$ cat src/rtl/keycode_event_decoder_if.sv
// Event handshake between the keycode decoder (master) and its consumer (slave).
// Each event carries {player, press, action} and is accepted when evt_valid & evt_ready.
interface keycode_event_decoder_if;
  logic       evt_valid;
  logic       evt_ready;
  logic       evt_player;
  logic       evt_press;
  logic [2:0] evt_action;

  modport master (
    output evt_valid,
    output evt_player,
    output evt_press,
    output evt_action,
    input  evt_ready
  );

  modport slave (
    input  evt_valid,
    input  evt_player,
    input  evt_press,
    input  evt_action,
    output evt_ready
  );
endinterface

$ cat src/rtl/keycode_event_decoder.sv
// Keycode event decoder: reads the HID keycode written by the NIOS PIO and filters out
// transient values. Accepted changes become release/press events, which are queued in a
// small show-ahead FIFO. The decoder also reports per-player held levels and a frame hold
// counter.
// Optional feature: define KEY_REPEAT_EN to push an auto-repeat press every REPEAT_FRAMES
// frames while a mapped key stays held.
module keycode_event_decoder #(
  parameter int unsigned STABLE_CYCLES = 16,
  parameter int unsigned FIFO_DEPTH    = 4,
  parameter int unsigned REPEAT_FRAMES = 8
) (
  input  logic                           Clk,
  input  logic                           Reset,
  input  logic [7:0]                     keycode,
  input  logic                           frame_clk,
  keycode_event_decoder_if.master        evt,
  output logic [4:0]                     p1_held,
  output logic [4:0]                     p2_held,
  output logic [7:0]                     hold_frames,
  output logic                           overflow
);

`ifdef KEY_REPEAT_EN
  localparam bit RepeatEn = 1'b1;
`else
  localparam bit RepeatEn = 1'b0;
`endif

  localparam int unsigned CntW  = $clog2(STABLE_CYCLES + 1);
  localparam int unsigned PtrW  = (FIFO_DEPTH > 1) ? $clog2(FIFO_DEPTH) : 1;
  localparam int unsigned FcntW = $clog2(FIFO_DEPTH + 1);
  localparam logic [CntW-1:0]  CntLast = CntW'(STABLE_CYCLES - 1);
  localparam logic [FcntW-1:0] FcntMax = FcntW'(FIFO_DEPTH);

  typedef enum logic [1:0] {StIdle, StFilter, StEmitRel, StEmitPress} state_e;

  // Returns {mapped, player, action[2:0]}.
  function automatic logic [4:0] map_key(input logic [7:0] code);
    case (code)
      8'h04:   map_key = {1'b1, 1'b0, 3'd0};
      8'h07:   map_key = {1'b1, 1'b0, 3'd1};
      8'h1A:   map_key = {1'b1, 1'b0, 3'd2};
      8'h16:   map_key = {1'b1, 1'b0, 3'd3};
      8'h09:   map_key = {1'b1, 1'b0, 3'd4};
      8'h50:   map_key = {1'b1, 1'b1, 3'd0};
      8'h4F:   map_key = {1'b1, 1'b1, 3'd1};
      8'h52:   map_key = {1'b1, 1'b1, 3'd2};
      8'h51:   map_key = {1'b1, 1'b1, 3'd3};
      8'h0D:   map_key = {1'b1, 1'b1, 3'd4};
      default: map_key = 5'b0;
    endcase
  endfunction

  state_e          state_q;
  logic [7:0]      accepted_q, cand_q, old_q;
  logic [CntW-1:0] cnt_q;
  logic            frame_q;

  logic [4:0] acc_map, old_map;
  logic       frame_tick, repeat_hit;
  logic       push_req, push_ok, pop, full;
  logic [4:0] push_data;

  logic [4:0]       mem_q [FIFO_DEPTH];
  logic [PtrW-1:0]  wr_ptr_q, rd_ptr_q;
  logic [FcntW-1:0] fcnt_q;
  logic [4:0]       head;

  assign acc_map    = map_key(accepted_q);
  assign old_map    = map_key(old_q);
  assign frame_tick = frame_clk & ~frame_q;

  // Repeat fires on the tick that moves hold_frames onto a multiple of REPEAT_FRAMES.
  assign repeat_hit = RepeatEn && acc_map[4] && frame_tick && (hold_frames != 8'hFF) &&
                      (((32'(hold_frames) + 32'd1) % REPEAT_FRAMES) == 32'd0);

  // Event push request derived from the current FSM state.
  always_comb begin
    push_req  = 1'b0;
    push_data = 5'b0;
    unique case (state_q)
      StEmitRel: begin
        push_req  = old_map[4];
        push_data = {old_map[3], 1'b0, old_map[2:0]};
      end
      StEmitPress: begin
        push_req  = acc_map[4];
        push_data = {acc_map[3], 1'b1, acc_map[2:0]};
      end
      StIdle: begin
        push_req  = repeat_hit;
        push_data = {acc_map[3], 1'b1, acc_map[2:0]};
      end
      default: ;
    endcase
  end

  // Filter FSM, held levels, frame edge detector and hold counter.
  always_ff @(posedge Clk) begin
    if (Reset) begin
      state_q     <= StIdle;
      accepted_q  <= 8'h00;
      cand_q      <= 8'h00;
      old_q       <= 8'h00;
      cnt_q       <= '0;
      frame_q     <= frame_clk;
      p1_held     <= 5'b0;
      p2_held     <= 5'b0;
      hold_frames <= 8'h00;
    end else begin
      frame_q <= frame_clk;
      unique case (state_q)
        StIdle: begin
          if (keycode != accepted_q) begin
            state_q <= StFilter;
            cand_q  <= keycode;
            cnt_q   <= CntW'(1);
          end
        end
        StFilter: begin
          if (keycode == accepted_q) begin
            state_q <= StIdle;
          end else if (keycode == cand_q) begin
            if (cnt_q == CntLast) begin
              state_q    <= StEmitRel;
              old_q      <= accepted_q;
              accepted_q <= cand_q;
            end
            cnt_q <= cnt_q + CntW'(1);
          end else begin
            cand_q <= keycode;
            cnt_q  <= CntW'(1);
          end
        end
        StEmitRel: begin
          if (old_map[4]) begin
            if (old_map[3]) p2_held[old_map[2:0]] <= 1'b0;
            else            p1_held[old_map[2:0]] <= 1'b0;
          end
          state_q <= StEmitPress;
        end
        StEmitPress: begin
          if (acc_map[4]) begin
            if (acc_map[3]) p2_held[acc_map[2:0]] <= 1'b1;
            else            p1_held[acc_map[2:0]] <= 1'b1;
          end
          state_q <= StIdle;
        end
        default: state_q <= StIdle;
      endcase

      // The clear on a new press beats a coincident frame tick.
      if (state_q == StEmitPress || !acc_map[4]) begin
        hold_frames <= 8'h00;
      end else if (frame_tick && hold_frames != 8'hFF) begin
        hold_frames <= hold_frames + 8'd1;
      end
    end
  end

  assign full = (fcnt_q == FcntMax);
  assign pop  = evt.evt_valid & evt.evt_ready;
  // A full FIFO still takes a push when the head leaves in the same cycle.
  assign push_ok = push_req & (~full | pop);

  // Show-ahead event FIFO with sticky overflow flag.
  always_ff @(posedge Clk) begin
    if (Reset) begin
      wr_ptr_q <= '0;
      rd_ptr_q <= '0;
      fcnt_q   <= '0;
      overflow <= 1'b0;
    end else begin
      if (push_ok) begin
        mem_q[wr_ptr_q] <= push_data;
        wr_ptr_q        <= wr_ptr_q + PtrW'(1);
      end
      if (pop) rd_ptr_q <= rd_ptr_q + PtrW'(1);
      fcnt_q <= fcnt_q + FcntW'(push_ok) - FcntW'(pop);
      if (push_req && !push_ok) overflow <= 1'b1;
    end
  end

  assign head           = mem_q[rd_ptr_q];
  assign evt.evt_valid  = (fcnt_q != '0);
  assign evt.evt_player = evt.evt_valid & head[4];
  assign evt.evt_press  = evt.evt_valid & head[3];
  assign evt.evt_action = evt.evt_valid ? head[2:0] : 3'd0;

endmodule

$ cat src/flat_wrapper.sv
// flat-port wrapper written by rule: the top's interface ports become plain ports
module keycode_event_decoder_flat 
#(
  parameter int unsigned STABLE_CYCLES = 16,
  parameter int unsigned FIFO_DEPTH    = 4,
  parameter int unsigned REPEAT_FRAMES = 8
)
  (Clk, Reset, keycode, frame_clk, p1_held, p2_held, hold_frames, overflow, evt_evt_valid, evt_evt_player, evt_evt_press, evt_evt_action, evt_evt_ready);
  keycode_event_decoder_if evt_i ();
  input  logic Clk;
  input  logic Reset;
  input  logic [7:0] keycode;
  input  logic frame_clk;
  output logic [4:0] p1_held;
  output logic [4:0] p2_held;
  output logic [7:0] hold_frames;
  output logic overflow;
  output wire logic [$bits(evt_i.evt_valid)-1:0] evt_evt_valid;
  output wire logic [$bits(evt_i.evt_player)-1:0] evt_evt_player;
  output wire logic [$bits(evt_i.evt_press)-1:0] evt_evt_press;
  output wire logic [$bits(evt_i.evt_action)-1:0] evt_evt_action;
  input wire logic [$bits(evt_i.evt_ready)-1:0] evt_evt_ready;
  assign evt_evt_valid = evt_i.evt_valid;
  assign evt_evt_player = evt_i.evt_player;
  assign evt_evt_press = evt_i.evt_press;
  assign evt_evt_action = evt_i.evt_action;
  assign evt_i.evt_ready = evt_evt_ready;
  keycode_event_decoder #(.STABLE_CYCLES(STABLE_CYCLES), .FIFO_DEPTH(FIFO_DEPTH), .REPEAT_FRAMES(REPEAT_FRAMES)) u_core (.Clk(Clk), .Reset(Reset), .keycode(keycode), .frame_clk(frame_clk), .evt(evt_i), .p1_held(p1_held), .p2_held(p2_held), .hold_frames(hold_frames), .overflow(overflow));
endmodule
$ cat config.mk
export PLATFORM = sky130hd
export DESIGN_NAME = keycode_event_decoder_flat
export DESIGN_NICKNAME = d
export VERILOG_FILES = /design/src/rtl/keycode_event_decoder_if.sv /design/src/rtl/keycode_event_decoder.sv /design/src/flat_wrapper.sv
export SDC_FILE = /design/constraint.sdc
export NUM_CORES = 1
export LEC_CHECK = 0
export ABC_AREA = 1
export BUFFER_PORTS_ARGS = -buffer_cell sky130_fd_sc_hd__buf_2
export CAP_MARGIN = 20
export CORE_ASPECT_RATIO = 2
export CORE_UTILIZATION = 45
export DETAILED_ROUTE_END_ITERATION = 8
export PLACE_DENSITY = 0.65
export SYNTH_ARGS = -nofsm -noshare
export SYNTH_HDL_FRONTEND = slang
export SYNTH_SLANG_ARGS = --single-unit
export TNS_END_PERCENT = 50
$ cat constraint.sdc
create_clock -name Clk -period 2.25 [get_ports Clk]
set_clock_uncertainty 0.1 [all_clocks]
set_input_delay 0.1125 -clock Clk [delete_from_list [all_inputs] [get_ports Clk]]
set_output_delay 0.1125 -clock Clk [all_outputs]
set_load 0.02 [all_outputs]
==> flow_metrics.tcl <==
set metrics [dict create \
    drt-initial-drc-count 208 \
    multi_input_area_sq_um 2364 \
    yosys_warnings 0 \
    layout_commonest_cell "nand2_1" \
    fin_util 0.6204 \
    crit_fanout 5 \
    synth_compound_area_frac 0.1320 \
    netlist_instances 610 \
    failed_checks "DRC, setup timing" \
    finalHoldViolations 0 \
    finalSetupTns_ns -0.5026 \
    fin_crit_ns 2.511 \
    dp_hpwl_um 8158 \
    cpLargestDelayFamily "adder cells" \
    firstDrtPassIters 6 \
    yosys_register_bits 80 \
    synth.distinct_cells 35 \
    grt_pass1_wl_um 17950 \
    drv_cap 0 \
    ioPinCount 37 \
    final_nets 752 \
    grt_usage 0.2282 \
    final_cell_mix "110 x nand2_1, 82 x nor2_1, 71 x buf_4" \
    synth_area_leader_cell "dfxtp_1" \
    antenna_cells 0 \
    crit_path_start_kind "register" \
    power_leakage_uw 0.002617 \
    ant_nets 0 \
    p_comb_frac 0.172 \
    cp_slowest_cell "fa_2" \
    ctsHtreeMaxLevel 3 \
    insertion_delay_ns 0.34 \
    die_area_sq_um 10050 \
    viasPerCell 5.126 \
    muxShareOfSynthArea 0 \
    grt_pass1_vias 4159 \
    worstPathRequired_ns 2.42 \
    setup_slack_ns -0.2607 \
    fp.dieH_um 140.8 \
    syn_area_sq_um 4333 \
    cts-buffers-inserted 9 \
    drc_errors 6 \
    yosys.area_share.simple 0.2986 \
    status "finished with violations" \
    synth_top_family_by_area "simple AND/OR/NAND/NOR gates" \
    setup_viol 2 \
    syn_nets 637 \
    yosys-top-cells-area "dfxtp_1 28%, edfxtp_1 14%, nand2_1 12%" \
    critical_path.max_stage_delay_ns 0.53 \
    yosysTopAreaCellShare 0.2772 \
    fp-row-count 50 \
    clk_path_buf_depth 2 \
    min_path_type "in2reg" \
    crit_cells 16 \
    synth.avg_cell_area_sq_um 7.103 \
    grt_max_degree 33 \
    r2r_slack_ns -0.26 \
    clock-sinks 80 \
    finalCritPeriodShare 1.116 \
    synth_seq_area_share 0.4158 \
    dp_slack_ns -0.3022 \
    power.density_nw_per_um2 684.2 \
    clockPowerShare 0.427 \
    end_kind "register" \
    worst_slew_pin_slew_ns 0.4887 \
    grt_overflow_total 0 \
    synthAdderAreaFrac 0.04505 \
    ir_drop_v 0.0004473 \
    path_buf_inv 4 \
    vias 4275 \
    antenna_found_initial 0 \
    reg2reg_depth 16 \
    clk_pin_slew_worst_paths_ns 0.06 \
    layout-drive-gt1-share 0.3110 \
    synthToLayoutAreaGrowth_pct 34.36 \
    hold-path-cell-count 2 \
    p_seq_frac 0.402 \
    routabilityCongestion 0.8863 \
    seqCellArea_sq_um 1829 \
    holdWs_ns 0.01318 \
    postRouteWirelength_um 11170 \
    slew_violations 0 \
    core_area_sq_um 9384 \
    crit_type "reg2reg" \
    cts-root-buf "clkbuf_16" \
    detail_route.wl_per_cell_um 13.39 \
    synthXorXnorAreaFrac 0.01617 \
    path_cells "inv_2 > nand2_2 > nor2_1 > nand2_1 > nand2_1 > nor2_1 > nand2_2 > nand2_2 > a21oi_4 > inv_1 > ha_1 > inv_1 > ha_2 > fa_2 > inv_2 > nor2_1" \
    netSwitchingFraction 0.2672 \
    start_util 0.4617 \
    fill_cells 813 \
    fmax_ghz 0.3983 \
    arrival_ns 2.68 \
    cts_tree "done" \
    grt_setup_unrepaired "yes" \
    max_slew_margin 0.6738 \
    cell_internal_pwr_uw 2919 \
    io_buffers 36 \
    die_w_um 71.39 \
    power.net_switching_uw 1064 \
]
[kinds of logic after synthesis]
logic type                 after synthesis
and+or+nand+nor                        299
xor gates and xnor gates                 8
adders and majority gates               15
DFF                                     80
buffers and inverters                   98
AOI/OAI and AO/OA                      110
[sequential cells by signal, summed over array words and instances, names as in the netlist, named ones only]
signal / flops
u_core.mem_q: 20
u_core.accepted_q: 8
u_core.cand_q: 8
u_core.hold_frames: 8
u_core.old_q: 8
u_core.cnt_q: 5
u_core.p1_held: 5
u_core.p2_held: 5
u_core.fcnt_q: 3
u_core.rd_ptr_q: 2
u_core.wr_ptr_q: 2
u_core.frame_q: 1
u_core.overflow: 1
u_core.state_q: 1
[per-stage QoR]
stage	power (uW)	cells	instance area, sq um
after floorplan	2083	610	4378
final	3983	834	5822
after global routing	4175	834	5822
after detailed placement	2295	794	5034
after CTS	4005	826	5644
after global placement	2263	794	5034
[layer usage]
layer,vias up,share of wire,GRT usage
li1,2200,-,-
met1,1972,0.36,0.1999
met2,77,0.59,0.4642
met3,26,0.022,0.04074
met4,0,0.031,0.1200
met5,-,0,0
[power by group through the flow]
| stage | Sequential, uW | Clock [uW] | Combinational [uW] |
|---|---|---|---|
| after floorplan | 1610 | 0 | 475 |
| after global placement | 1630 | 0 | 633 |
| after detailed placement | 1640 | 0 | 658 |
| after CTS | 1600 | 1730 | 674 |
| after global routing | 1610 | 1790 | 771 |
| final | 1600 | 1700 | 684 |
[cell type report]
type / instances / share of cell area
Multi-Input combinational cell: 432 / 0.4060
Sequential cell: 80 / 0.3142
Timing Repair Buffer: 117 / 0.1399
Inverter: 85 / 0.05652
Clock buffer: 10 / 0.04105
Tap cell: 104 / 0.02235
Clock inverter: 6 / 0.01999
[worst reg2reg max path: stages, from the launching register on]
cell	delay (ns)
dfxtp_2	0.34
inv_2	0.08
nand2_2	0.08
nor2_1	0.16
nand2_1	0.10
nand2_1	0.09
nor2_1	0.07
nand2_2	0.08
nand2_2	0.07
a21oi_4	0.12
inv_1	0.05
ha_1	0.27
inv_1	0.04
ha_2	0.17
fa_2	0.53
inv_2	0.03
nor2_1	0.08
[path summary, 6_finish.rpt]
kind	from	end
worst max-delay path	u_core.accepted_q[1]$_SDFFE_PP0P_	u_core.fcnt_q[1]$_SDFF_PP0_
worst min-delay path	Reset	u_core.fcnt_q[2]$_SDFF_PP0_
worst max register to register	u_core.accepted_q[1]$_SDFFE_PP0P_	u_core.fcnt_q[1]$_SDFF_PP0_
worst min register to register	u_core.rd_ptr_q[1]$_SDFFE_PP0P_	u_core.rd_ptr_q[1]$_SDFFE_PP0P_
[timing repair]
item                                   4_1_cts  5_1_grt
hold buffers                                 9        0
pin swaps                                   18       25
endpoints found under the hold margin       11        0
gates resized for setup                     43       47
buffers inserted                             7        9
setup endpoints to repair                    2       23
[Yosys cell counts (all sizes together)]
master and count:
nand2 138, nor2 102, inv 85, dfxtp 60, o21ai 56, a21oi 49, nand3 29, edfxtp 20
ha 14, nand4 14, clkbuf 7, buf 6, nor3 6, or2 6, xnor2 5, xor2 3
a21boi 2, nand3b 2, nor3b 2, a211oi 1, fa 1, o2111ai 1, o211ai 1
Note: power is estimated with default switching activity, not from simulation.
